===== src/rtl/conv_line_feeder.sv =====
// Convolution line feeder: holds a TAPS-deep pixel window and a weight bank, and
// serialises each window to a MAC line one tap per cycle (oldest pixel first).
// Optional feature macro: CONV_FEED_PSUM_EN enables forwarding of the partial sum
// captured with each window's newest pixel on tap 0. Without it, o_psum is tied to 0.
module conv_line_feeder #(
  parameter int unsigned I_X    = 8,
  parameter int unsigned I_W    = 8,
  parameter int unsigned I_PSUM = 16,
  parameter int unsigned TAPS   = 5
) (
  input  logic              i_clk,
  input  logic              i_rst_n,
  input  logic              i_w_wr,
  input  logic [2:0]        i_w_addr,
  input  logic [I_W-1:0]    i_w_data,
  input  logic              i_start,
  input  logic [7:0]        i_len,
  input  logic              i_x_valid,
  input  logic [I_X-1:0]    i_x_data,
  input  logic [I_PSUM-1:0] i_psum,
  output logic              o_x_ready,
  output logic [I_X-1:0]    o_x,
  output logic [I_W-1:0]    o_w,
  output logic [I_PSUM-1:0] o_psum,
  output logic              o_valid,
  output logic              o_first,
  output logic              o_last,
  output logic              o_busy,
  output logic              o_done,
  output logic              o_err
);

  localparam int unsigned TapW = (TAPS > 1) ? $clog2(TAPS) : 1;
  localparam logic [TapW-1:0] LastTap = TapW'(TAPS - 1);

  typedef enum logic [2:0] {StIdle, StFill, StEmit, StWait, StDone} state_e;

  state_e          state_q, state_d;
  logic [TapW-1:0] tap_q, tap_d;
  logic [7:0]      pix_cnt_q, pix_cnt_d;
  logic [7:0]      len_q, len_d;
  logic [I_W-1:0]  w_q [TAPS];
  logic [I_W-1:0]  w_d [TAPS];
  logic [I_X-1:0]  win_q [TAPS];
  logic [I_X-1:0]  win_d [TAPS];

  logic [I_X-1:0]  x_q, x_d;
  logic [I_W-1:0]  wo_q, wo_d;
  logic            valid_q, valid_d;
  logic            first_q, first_d;
  logic            last_q, last_d;
  logic            busy_q, busy_d;
  logic            done_q, done_d;
  logic            err_q, err_d;
  logic            accept;

  assign accept = i_x_valid & o_x_ready;

  // Ready is a function of registered state only (never of i_x_valid).
  always_comb begin
    o_x_ready = 1'b0;
    unique case (state_q)
      StFill, StWait: o_x_ready = 1'b1;
      StEmit:         o_x_ready = (tap_q == LastTap) && (pix_cnt_q < len_q);
      default:        o_x_ready = 1'b0;
    endcase
  end

  // Next-state: window shift, weight writes, counters and FSM transitions.
  always_comb begin
    state_d   = state_q;
    tap_d     = tap_q;
    pix_cnt_d = pix_cnt_q;
    len_d     = len_q;
    w_d       = w_q;
    win_d     = win_q;
    err_d     = 1'b0;

    if (accept) begin
      win_d[0] = i_x_data;
      for (int i = 1; i < int'(TAPS); i++) win_d[i] = win_q[i-1];
      pix_cnt_d = pix_cnt_q + 8'd1;
    end

    unique case (state_q)
      StIdle: begin
        if (i_w_wr) begin
          for (int i = 0; i < int'(TAPS); i++) begin
            if (32'(i_w_addr) == 32'(i)) w_d[i] = i_w_data;
          end
        end
        if (i_start) begin
          if (32'(i_len) >= TAPS) begin
            len_d     = i_len;
            pix_cnt_d = '0;
            tap_d     = '0;
            state_d   = StFill;
          end else begin
            err_d = 1'b1;
          end
        end
      end
      StFill: begin
        if (accept && (32'(pix_cnt_q) + 32'd1 == TAPS)) begin
          tap_d   = '0;
          state_d = StEmit;
        end
      end
      StEmit: begin
        if (tap_q != LastTap) begin
          tap_d = tap_q + TapW'(1);
        end else begin
          tap_d = '0;
          if (accept)                 state_d = StEmit;
          else if (pix_cnt_q < len_q) state_d = StWait;
          else                        state_d = StDone;
        end
      end
      StWait: begin
        if (accept) begin
          tap_d   = '0;
          state_d = StEmit;
        end
      end
      StDone:  state_d = StIdle;
      default: state_d = StIdle;
    endcase
  end

  // Output registers are loaded from next-state so tap 0 appears the cycle after the accept.
  always_comb begin
    valid_d = (state_d == StEmit);
    x_d     = valid_d ? win_d[LastTap - tap_d] : '0;
    wo_d    = valid_d ? w_d[tap_d] : '0;
    first_d = valid_d && (tap_d == '0);
    last_d  = valid_d && (tap_d == LastTap);
    busy_d  = (state_d != StIdle);
    done_d  = (state_d == StDone);
  end

`ifdef CONV_FEED_PSUM_EN
  logic [I_PSUM-1:0] psum_q, psum_d, opsum_q, opsum_d;

  // Keep the psum of the newest pixel; present it only on tap 0.
  always_comb begin
    psum_d  = accept ? i_psum : psum_q;
    opsum_d = first_d ? psum_d : '0;
  end

  // Psum storage.
  always_ff @(posedge i_clk or negedge i_rst_n) begin
    if (!i_rst_n) begin
      psum_q  <= '0;
      opsum_q <= '0;
    end else begin
      psum_q  <= psum_d;
      opsum_q <= opsum_d;
    end
  end

  assign o_psum = opsum_q;
`else
  logic unused_psum;
  assign unused_psum = ^i_psum;
  assign o_psum      = '0;
`endif

  // All state and registered outputs.
  always_ff @(posedge i_clk or negedge i_rst_n) begin
    if (!i_rst_n) begin
      state_q   <= StIdle;
      tap_q     <= '0;
      pix_cnt_q <= '0;
      len_q     <= '0;
      w_q       <= '{default: '0};
      win_q     <= '{default: '0};
      x_q       <= '0;
      wo_q      <= '0;
      valid_q   <= 1'b0;
      first_q   <= 1'b0;
      last_q    <= 1'b0;
      busy_q    <= 1'b0;
      done_q    <= 1'b0;
      err_q     <= 1'b0;
    end else begin
      state_q   <= state_d;
      tap_q     <= tap_d;
      pix_cnt_q <= pix_cnt_d;
      len_q     <= len_d;
      w_q       <= w_d;
      win_q     <= win_d;
      x_q       <= x_d;
      wo_q      <= wo_d;
      valid_q   <= valid_d;
      first_q   <= first_d;
      last_q    <= last_d;
      busy_q    <= busy_d;
      done_q    <= done_d;
      err_q     <= err_d;
    end
  end

  assign o_x     = x_q;
  assign o_w     = wo_q;
  assign o_valid = valid_q;
  assign o_first = first_q;
  assign o_last  = last_q;
  assign o_busy  = busy_q;
  assign o_done  = done_q;
  assign o_err   = err_q;

endmodule


===== config.mk =====
export PLATFORM = sky130hd
export DESIGN_NAME = conv_line_feeder
export DESIGN_NICKNAME = d
export VERILOG_FILES = /design/src/rtl/conv_line_feeder.sv
export SDC_FILE = /design/constraint.sdc
export NUM_CORES = 1
export LEC_CHECK = 0
export CORE_ASPECT_RATIO = 0.8
export CORE_UTILIZATION = 45
export CTS_BUF_LIST = sky130_fd_sc_hd__clkbuf_8
export DETAILED_ROUTE_END_ITERATION = 8
export GPL_TIMING_DRIVEN = 0
export PLACE_DENSITY = 0.76
export SYNTH_ARGS = -nofsm -noshare
export SYNTH_HDL_FRONTEND = slang
export SYNTH_SLANG_ARGS = --single-unit

===== constraint.sdc =====
create_clock -name i_clk -period 8.3 [get_ports i_clk]
set_clock_uncertainty 0.15 [all_clocks]
set_input_delay 1.66 -clock i_clk [delete_from_list [all_inputs] [get_ports i_clk]]
set_output_delay 1.66 -clock i_clk [all_outputs]
set_load 0.03 [all_outputs]

# ---- Word level (Yosys, flattened, before mapping)
# Index checks and enable logic that the tools add are counted.
# W data, S select, Z words.
dict set report op_classes {
  addsub 4
  magnitude_cmp 4
  eq_ne 13
  muxes 38
  n_bitwise 3
  reduce_logical 10
}
# operator count
set op_table {}
lappend op_table {{$mux W40} 3}
lappend op_table {{$mux W8} 15}
lappend op_table {{$bmux W8 S3} 2}
lappend op_table {{$mux W3} 12}
lappend op_table {{$pmux W3 S4} 2}
lappend op_table {{$eq A3 B2 Y1 const B} 5}
lappend op_table {{$eq A3 B3 Y1 const B} 4}
lappend op_table {{$add A8 B1 Y9 const B} 1}
lappend op_table {{$eq A9 B3 Y1 const B} 1}
lappend op_table {{$logic_not A3 Y1} 3}
lappend op_table {{$add A8 B1 Y8 const B} 1}
lappend op_table {{$ge A4 B4 Y1 const B} 2}
lappend op_table {{$ge A8 B3 Y1 const B} 1}
lappend op_table {{$lt A8 B8 Y1} 1}
lappend op_table {{$not A3 Y4} 2}
lappend op_table {{$eq A3 B1 Y1 const B} 2}
lappend op_table {{$logic_and A1 B1 Y1} 4}
lappend op_table {{$add A3 B1 Y3 const B} 1}
lappend op_table {{$mux W1} 3}
lappend op_table {{$ne A3 B3 Y1 const B} 1}
lappend op_table {{$reduce_and A3 Y1} 1}
lappend op_table {{$reduce_bool A3 Y1} 1}
lappend op_table {{$sub A3 B3 Y3 const A} 1}
lappend op_table {{$pmux W1 S2} 1}
lappend op_table {{other kinds (2)} 2}
dict set report word_totals {
  register_bits 124
  in_bits 48
  output_inout_bits 39
  elab_cells 94
}

# ---- Depth between registers and ports, before layout
# Gate-level depths: netlist of the first run.
dict set report logic_depth {
  word_depth 13
  ltp_mapped 13
}

# ---- Worst setup path before layout of the first run
# No wires, ideal clock.
dict set report synth_timing {
  path_type {input-to-reg}
  from {input i_len[6]}
  to {register x_q[7] (netlist: o_x[7])}
  t_arrival_ns 4.431
  t_required_ns 8.063
  slack_ns 3.631
  cell_stages 11
  path_cell_list {or4_4 > or3_4 > a32o_1 > buf_6 > o21ai_4 > inv_2 > ha_1 > ha_1 > nor3_1 > nand3_1 > o211ai_1}
}
dict set report synth_between {
  elab_chain_cells 10
}
# item line
set synth_lines {}
lappend synth_lines {{start: declaration} 17} ;# input logic [7:0] i_len,
lappend synth_lines {{$ge A8 B3 Y1 *} 93} ;# if (32'(i_len) >= TAPS) begin
lappend synth_lines {{$mux W3} 93}
lappend synth_lines {{$mux W3} 92} ;# if (i_start) begin
lappend synth_lines {{$pmux W3 S4} 85} ;# unique case (state_q)
lappend synth_lines {{$sub A3 B3 Y3} 133} ;# x_d = valid_d ? win_d[LastTap - tap_d] : '0;
lappend synth_lines {{$not A3 Y4 (implied by the code)} 133}
lappend synth_lines {{$bmux W8 S3} 133}
lappend synth_lines {{$mux W8 (implied by the code) (2 in a row)} 133}
lappend synth_lines {{$mux W8 *} 133}
lappend synth_lines {{named net x_d[7]} 47} ;# logic [I_X-1:0] x_q, x_d;
lappend synth_lines {{end signal: assignment} 177} ;# x_q <= '0;
lappend synth_lines {{end signal: assignment} 192} ;# x_q <= x_d;
lappend synth_lines {{end: declaration} 47}
# The timed path passes the listed nets; every way through them passes the cells marked *. The select of a mux whose other input is x is not followed.
# A chain may end at the register's enable or synchronous reset.

# ---- Worst setup path after layout of the first run
dict set report layout_timing {
  from {input i_len[6]}
  to {register x_q[1] (netlist: o_x[1])}
}
# Same word-level chain as after synthesis.

==> flow_summary.toml, run 1 <==
[status]
status = "finished, final reports clean"

[route]
dr.pass1.iters = 7
drtIter0Drc = 558
met2_length_um = 6840
met1_length_um = 6960
wl_met3_um = 1270
topRoutingLayerUsed = "met4"
wl_per_cell_um = 17.2
drc = 0
ant_nets = 0
routed_wl_um = 15300
avgViaCountPerCell = 5.76
dr_total_vias = 5100

[synth]
synth_cell_types = 57
synth_area_um2 = 6090
synth-async-reset-ratio_pct = 100
synth-seq-cells = 124
ys_warn_count = 0
yosysSeqAreaShare_pct = 51.0
avgSynthCellArea_um2 = 9.94
synth_cells = 612
synth_edf_count = 0
synthFlopType = "dfrtp_1"

[pwr]
sw_frac_of_total_pct = 40.0
comb_power_share_pct = 42.5
seqPwrFrac_pct = 33.7
p_per_area_nw_per_um2 = 336
power_leakage_nw = 3.53
p_int_mw = 1.48
p_clk_share_pct = 23.8
netSwitchingPower_mw = 0.987
ir_drop_v = 0.000153

[place]
pre_cts_slack_ns = 2.56
placed_area_um2 = 6920
portBuffers = 53
hpwl_um = 10800
globalplace.congestion = 0.865

[timing]
finalMaxSlewViolations = 0
hold_violations = 0
setup_viol = 0
rsz0062_at_grt = "false"
setup_ws_ns = 2.87
period_share_pct = 65.4
clock.fmax_ghz = 0.184
worstMarginPinSlew_ns = 1.19
layout_min_cycle_time_ns = 5.43
finalSetupTns_ns = 0
relSlewSlack_pct = 20.1

[clock_tree]
cts_setup_buffers = 0
clockBufferDepth = 2
clkTransAtPathRegs_ns = 0.07
ctsRootBufferMaster = "clkbuf_8"
cts_tree = "done"
cts_buffers = 17
cts-hold-fix-buffers = 0
clock_latency_ns = 0.44
cts_max_level = 4
cts.sinks = 124
cts_resized = 0

[global_route]
grt_overflow = 0
grt_pass1_wl_um = 24900
grt_pass1_vias = 4835
grt_use_total_pct = 23.0
antenna_found_initial = 0
grt_start_max_net_pins = 69

[die]
dieArea_um2 = 14000
dieHeight_um = 106
io-pin-count = 87
core_region_area_um2 = 13000
num_rows = 37
dieWidth_um = 132
initial_utilization_pct = 46.8

[min_path]
holdPathStages = 2
hp-class = "flop to flop"

[critical_path]
r2r_cells = 11
r2r_end = "o_x[1]"
cp-end-kind = "flop"
r2r_start = "pix_cnt_q[1]"
crit_path_start = "i_len[6]"
cp-endpoint = "o_x[1]"
worstPathMaxFanout = 9
rrSetupSlack_ns = 3.78
crit_type = "input port to flop"
arrival_ns = 5.61
start_kind = "input port"
required_ns = 8.48

[finish]
n_fill_cell = 1059
final_common_cell = "nand2_1"
regArea_um2 = 3100
final_cell_area_um2 = 7350
drive_above_1_share_pct = 13.8
final_cell_mix = "nand2_1, dfrtp_1, clkdlybuf4s50_1, o21ai_0, mux2_2"
syn2layout_area_growth_pct = 20.8
n_antenna_cell = 0
multi_input_area_um2 = 2700
fin_nets = 762

[job]
drv_cap = 0
==> Yosys cell counts (3+ instances only) <==
master | count | share of area [%]
o221ai_1 | 21 | 3.0
o2111ai_1 | 4 | 0.58
clkbuf_1 | 14 | 0.86
mux2_2 | 34 | 6.3
a31oi_1 | 3 | 0.31
inv_1 | 25 | 1.5
o211ai_1 | 6 | 0.74
dfrtp_1 | 124 | 51
a21oi_1 | 18 | 1.5
o31ai_1 | 3 | 0.37
nor2_1 | 19 | 1.2
a211oi_1 | 3 | 0.37
o21ai_0 | 35 | 2.9
buf_4 | 18 | 2.2
nand2_1 | 143 | 8.8
buf_2 | 6 | 0.49
o32a_1 | 8 | 1.3
nand3_1 | 23 | 1.9
a21o_1 | 3 | 0.37
a32o_1 | 4 | 0.66
xor2_1 | 6 | 0.86
nand4_1 | 12 | 1.2
nor2b_1 | 7 | 0.72
a222oi_1 | 5 | 0.82
ha_1 | 14 | 2.9
or3_1 | 11 | 1.1
mux2i_1 | 3 | 0.49
nor3_1 | 3 | 0.25
==> cell type report <==
type                       instances  share of cell area, %
multi-input combinational        435                   36.7
sequential                       124                   42.2
timing repair buffer              54                   7.60
clock inverter                     9                   1.97
tap                              175                   2.98
clock buffer                      21                   3.93
inverter                          26                   1.33
buffer                            42                   3.28
==> per-stage QoR <==
step	hold slack [ns]	std cells	utilization (%)	total power, mW
floorplan	0.296	627	-	1.51
global placement	0.308	855	53.0	1.83
detailed placement	0.316	856	53.2	1.86
CTS	0.333	886	56.5	2.46
global route	0.367	886	56.5	2.60
finish	0.334	886	56.5	2.47
==> how the worst min path moves through the flow <==
stage | from | end
after floorplan | w_q[24] | w_q[24]
after detailed placement | w_q[28] | w_q[28]
after global routing | w_q[31] | w_q[31]
final | w_q[29] | w_q[29]
after global placement | w_q[28] | w_q[28]
after CTS | w_q[28] | w_q[28]
==> logic make-up after synthesis <==
family                     count (synthesis)  share of synthesized area, %
and+or+nand+nor                          235                          17.5
DFF                                      124                          51.0
AOI/OAI and AO/OA                        123                          14.6
buffers and inverters                     68                          5.57
muxes                                     37                          6.78
adders and majority gates                 14                          2.88
xor gates and xnor gates                  10                          1.69
other                                      1                        0.0616
==> critical path, stage by stage <==
cell and delay [ns]:
clkdlybuf4s50_1 0.44, or4_4 0.56, or3_4 0.40, a32o_1 0.27, buf_6 0.15, o21ai_4 0.13
inv_2 0.15, ha_1 0.24, ha_1 0.34, nor3_1 0.96, nand3_1 0.17, o221ai_1 0.14
==> per-layer routing <==
metal	vias up	global-route usage, %
li1	2332	-
met1	2514	32.7
met2	228	34.2
met3	26	6.44
met4	0	7.23
met5	-	0
==> state kept, by name, summed over array words and instances (netlist names) <==
signal and count:
w_q 40, win_q 40, len_q 8, o_w 8, o_x 8, pix_cnt_q 8, state_q 3, tap_q 3
o_busy 1, o_done 1, o_err 1, o_first 1, o_last 1, o_valid 1
==> power by group through the flow <==
stage,logic [mW],registers (mW),clock network (mW)
after CTS,1.03,0.831,0.593
after global placement,0.997,0.834,0
final,1.05,0.833,0.587
after detailed placement,1.02,0.841,0
after global routing,1.13,0.848,0.621
after floorplan,0.629,0.883,0
No activity file was read; power rests on OpenSTA's default activity.
==> inputs of run 2 (changes only) <==
--- a/config.mk
+++ b/config.mk
@@ -10,7 +10,7 @@
 export CTS_BUF_LIST = sky130_fd_sc_hd__clkbuf_8
 export DETAILED_ROUTE_END_ITERATION = 8
 export GPL_TIMING_DRIVEN = 0
-export PLACE_DENSITY = 0.76
+export PLACE_DENSITY = 0.79
 export SYNTH_ARGS = -nofsm -noshare
 export SYNTH_HDL_FRONTEND = slang
 export SYNTH_SLANG_ARGS = --single-unit
==> constraint.sdc (replaced) <==
create_clock -name i_clk -period 4.7 [get_ports i_clk]
set_clock_uncertainty 0.15 [all_clocks]
set_input_delay 0.94 -clock i_clk [delete_from_list [all_inputs] [get_ports i_clk]]
set_output_delay 0.94 -clock i_clk [all_outputs]
set_load 0.03 [all_outputs]
==> run 2 against run 1 <==
Die area unchanged. Final area down 1.0%. Global-route usage decreased by 0.19 points. Clock power increased by 42%. Critical path depth decreased by 1. Register-to-register slack got worse by 3.2 ns. Critical path type unchanged. Worst setup slack got worse by 2.5 ns.
==> flow_summary.toml, run 2 (synthesis results as in run 1) <==
[place]
portBuffers = 53
hpwl_um = 10700
pre_cts_slack_ns = -0.414
globalplace.congestion = 0.908

[critical_path]
r2r_end = "o_x[2]"
r2r_start = "pix_cnt_q[1]"
cp-end-kind = "flop"
rrSetupSlack_ns = 0.54
worst_path_most_repeated_cell = "ha_1"
required_ns = 4.89
crit_chain = "clkdlybuf4s50_1 > o21a_1 > o31ai_1 > a21o_1 > a2111oi_0 > clkbuf_1 > ha_1 > ha_1 > nor3_2 > nand3_1 > o221ai_1"
r2r_cells = 11
worstPathMaxFanout = 10
slowest_stage = "a2111oi_0"
path_buf_inv = 2
crit_path_max_incr_delay_ns = 0.69
start_kind = "input port"
crit_type = "input port to flop"
arrival_ns = 4.52
critical_path.top_delay_family = "compound AO/OA/AOI/OAI gates"

[finish]
fin_util_pct = 55.9
drive_above_1_share_pct = 14.0
fin_nets = 762
final_cell_mix = "nand2_1, dfrtp_1, clkdlybuf4s50_1, o21ai_0, mux2_2"
syn2layout_area_growth_pct = 19.6
reg_top3 = "w_q x40, win_q x40"
n_fill_cell = 1105
final_common_cell = "nand2_1"
n_antenna_cell = 0

[global_route]
grt_use_total_pct = 22.9
grt_pass1_vias = 4874
grt_start_max_net_pins = 103
antenna_found_initial = 0
grt_util_met3_pct = 6.06
use_met2_pct = 34.5
grt_pass1_wl_um = 24800
top_usage_layer = "met2"
grt_overflow = 0
use_met1_pct = 32.1

[clock_tree]
cts_max_level = 4
clkTransAtPathRegs_ns = 0.07
clock_latency_ns = 0.44
cts_buffers = 17
cts_tree = "done"
clockBufferDepth = 2
ctsRootBufferMaster = "clkbuf_8"
cts-hold-fix-buffers = 0
cts.sinks = 124

[pwr]
comb_power_share_pct = 44.7
ir_drop_v = 0.000286
p_int_mw = 2.42
netSwitchingPower_mw = 1.74
seqPwrFrac_pct = 35.3
p_clk_share_pct = 20.0
power_leakage_nw = 3.50
p_per_area_nw_per_um2 = 571
sw_frac_of_total_pct = 41.8

[timing]
relSlewSlack_pct = 20.2
finalMaxSlewViolations = 0
setup_viol = 0
setup_ws_ns = 0.372
period_share_pct = 92.1
layout_min_cycle_time_ns = 4.33
clock.fmax_ghz = 0.231
rsz0062_at_grt = "false"
hold_violations = 0
worstMarginPinSlew_ns = 1.20

[route]
ant_nets = 0
routed_wl_um = 15100
dr_total_vias = 5118
avgViaCountPerCell = 5.76
dr.pass1.iters = 5
drtIter0Drc = 617
drc = 0
wl_per_cell_um = 17.0

[min_path]
hp-class = "input port to asynchronous set/reset pin"

[die]
dieHeight_um = 106
num_rows = 37
io-pin-count = 87
dieWidth_um = 132
initial_utilization_pct = 46.8
core_region_area_um2 = 13000
dieArea_um2 = 14000

[job]
drv_cap = 0

[status]
status = "finished, final reports clean"
==> run 2: changes by cell type in the layout (fill, tap and decap cells not counted), sizes merged <==
cell,before,now
clkbuf,36,37
clkinvlp,0,2
bufinv,4,0
clkinv,2,4
inv,29,30
==> run 2: final cells by class <==
| cell class | count | area, µm² | area share [%] |
|---|---|---|---|
| flip-flops and latches | 124 | 3100 | 42.6 |
| multi-input cells | 435 | 2710 | 37.2 |
| repair buffers | 54 | 559 | 7.68 |
| clock buffers | 22 | 303 | 4.16 |
| plain buffers | 42 | 241 | 3.32 |
| well taps | 175 | 219 | 3.01 |
| inverters | 26 | 97.6 | 1.34 |
| clock inverters | 10 | 50.0 | 0.688 |
==> run 2: stage by stage <==
stage          hold WS [ns]  TNS, ns  instances  power (mW)  area (µm²)
5_1_grt               0.182        0        888        4.39        7280
6_report              0.189        0        888        4.16        7280
3_5_place_dp          0.326    -3.21        856        3.28        6920
2_1_floorplan         0.296        0        627        2.67        6140
3_3_place_gp          0.308  -250.16        855        3.22        6890
4_1_cts               0.178        0        888        4.12        7270
==> run 2: worst max path at each step <==
stage / startpoint / end / depth (start not counted)
floorplan: i_len[6] / o_x[7] / 11
global placement: i_rst_n / w_q[37] / 1
detailed placement: i_len[2] / o_x[6] / 11
CTS: i_len[2] / o_x[5] / 11
global route: i_len[1] / o_x[6] / 11
finish: i_len[2] / o_x[2] / 11
==> run 2: power by group through the flow <==
stage | Sequential [mW] | Combinational, mW | Clock [mW]
after floorplan | 1.56 | 1.11 | 0
after global placement | 1.47 | 1.75 | 0
after detailed placement | 1.48 | 1.80 | 0
after CTS | 1.47 | 1.81 | 0.842
after global routing | 1.49 | 2.00 | 0.895
final | 1.47 | 1.86 | 0.832
==> run 2: routing by layer <==
layer	up-vias	wire length, µm
li1	2325	-
met1	2530	6850
met2	245	6810
met3	18	1280
met4	0	195
met5	-	0
==> run 2: what timing repair did <==
| action | CTS | global route |
|---|---|---|
| endpoints found under the setup margin | 0 | 8 |
| buffers inserted | 0 | 0 |
| gates resized for setup | 0 | 1 |
==> run 2: worst register-to-register path: stages, from the launching register on <==
cell and delay, ns:
dfrtp_1 0.52, ha_1 0.30, xor2_1 0.19, o2111a_1 0.25
a31oi_1 0.09, a2111oi_0 0.67, clkbuf_1 0.43, ha_1 0.27
ha_1 0.30, nor3_2 0.59, nand3_1 0.18, o221ai_1 0.12
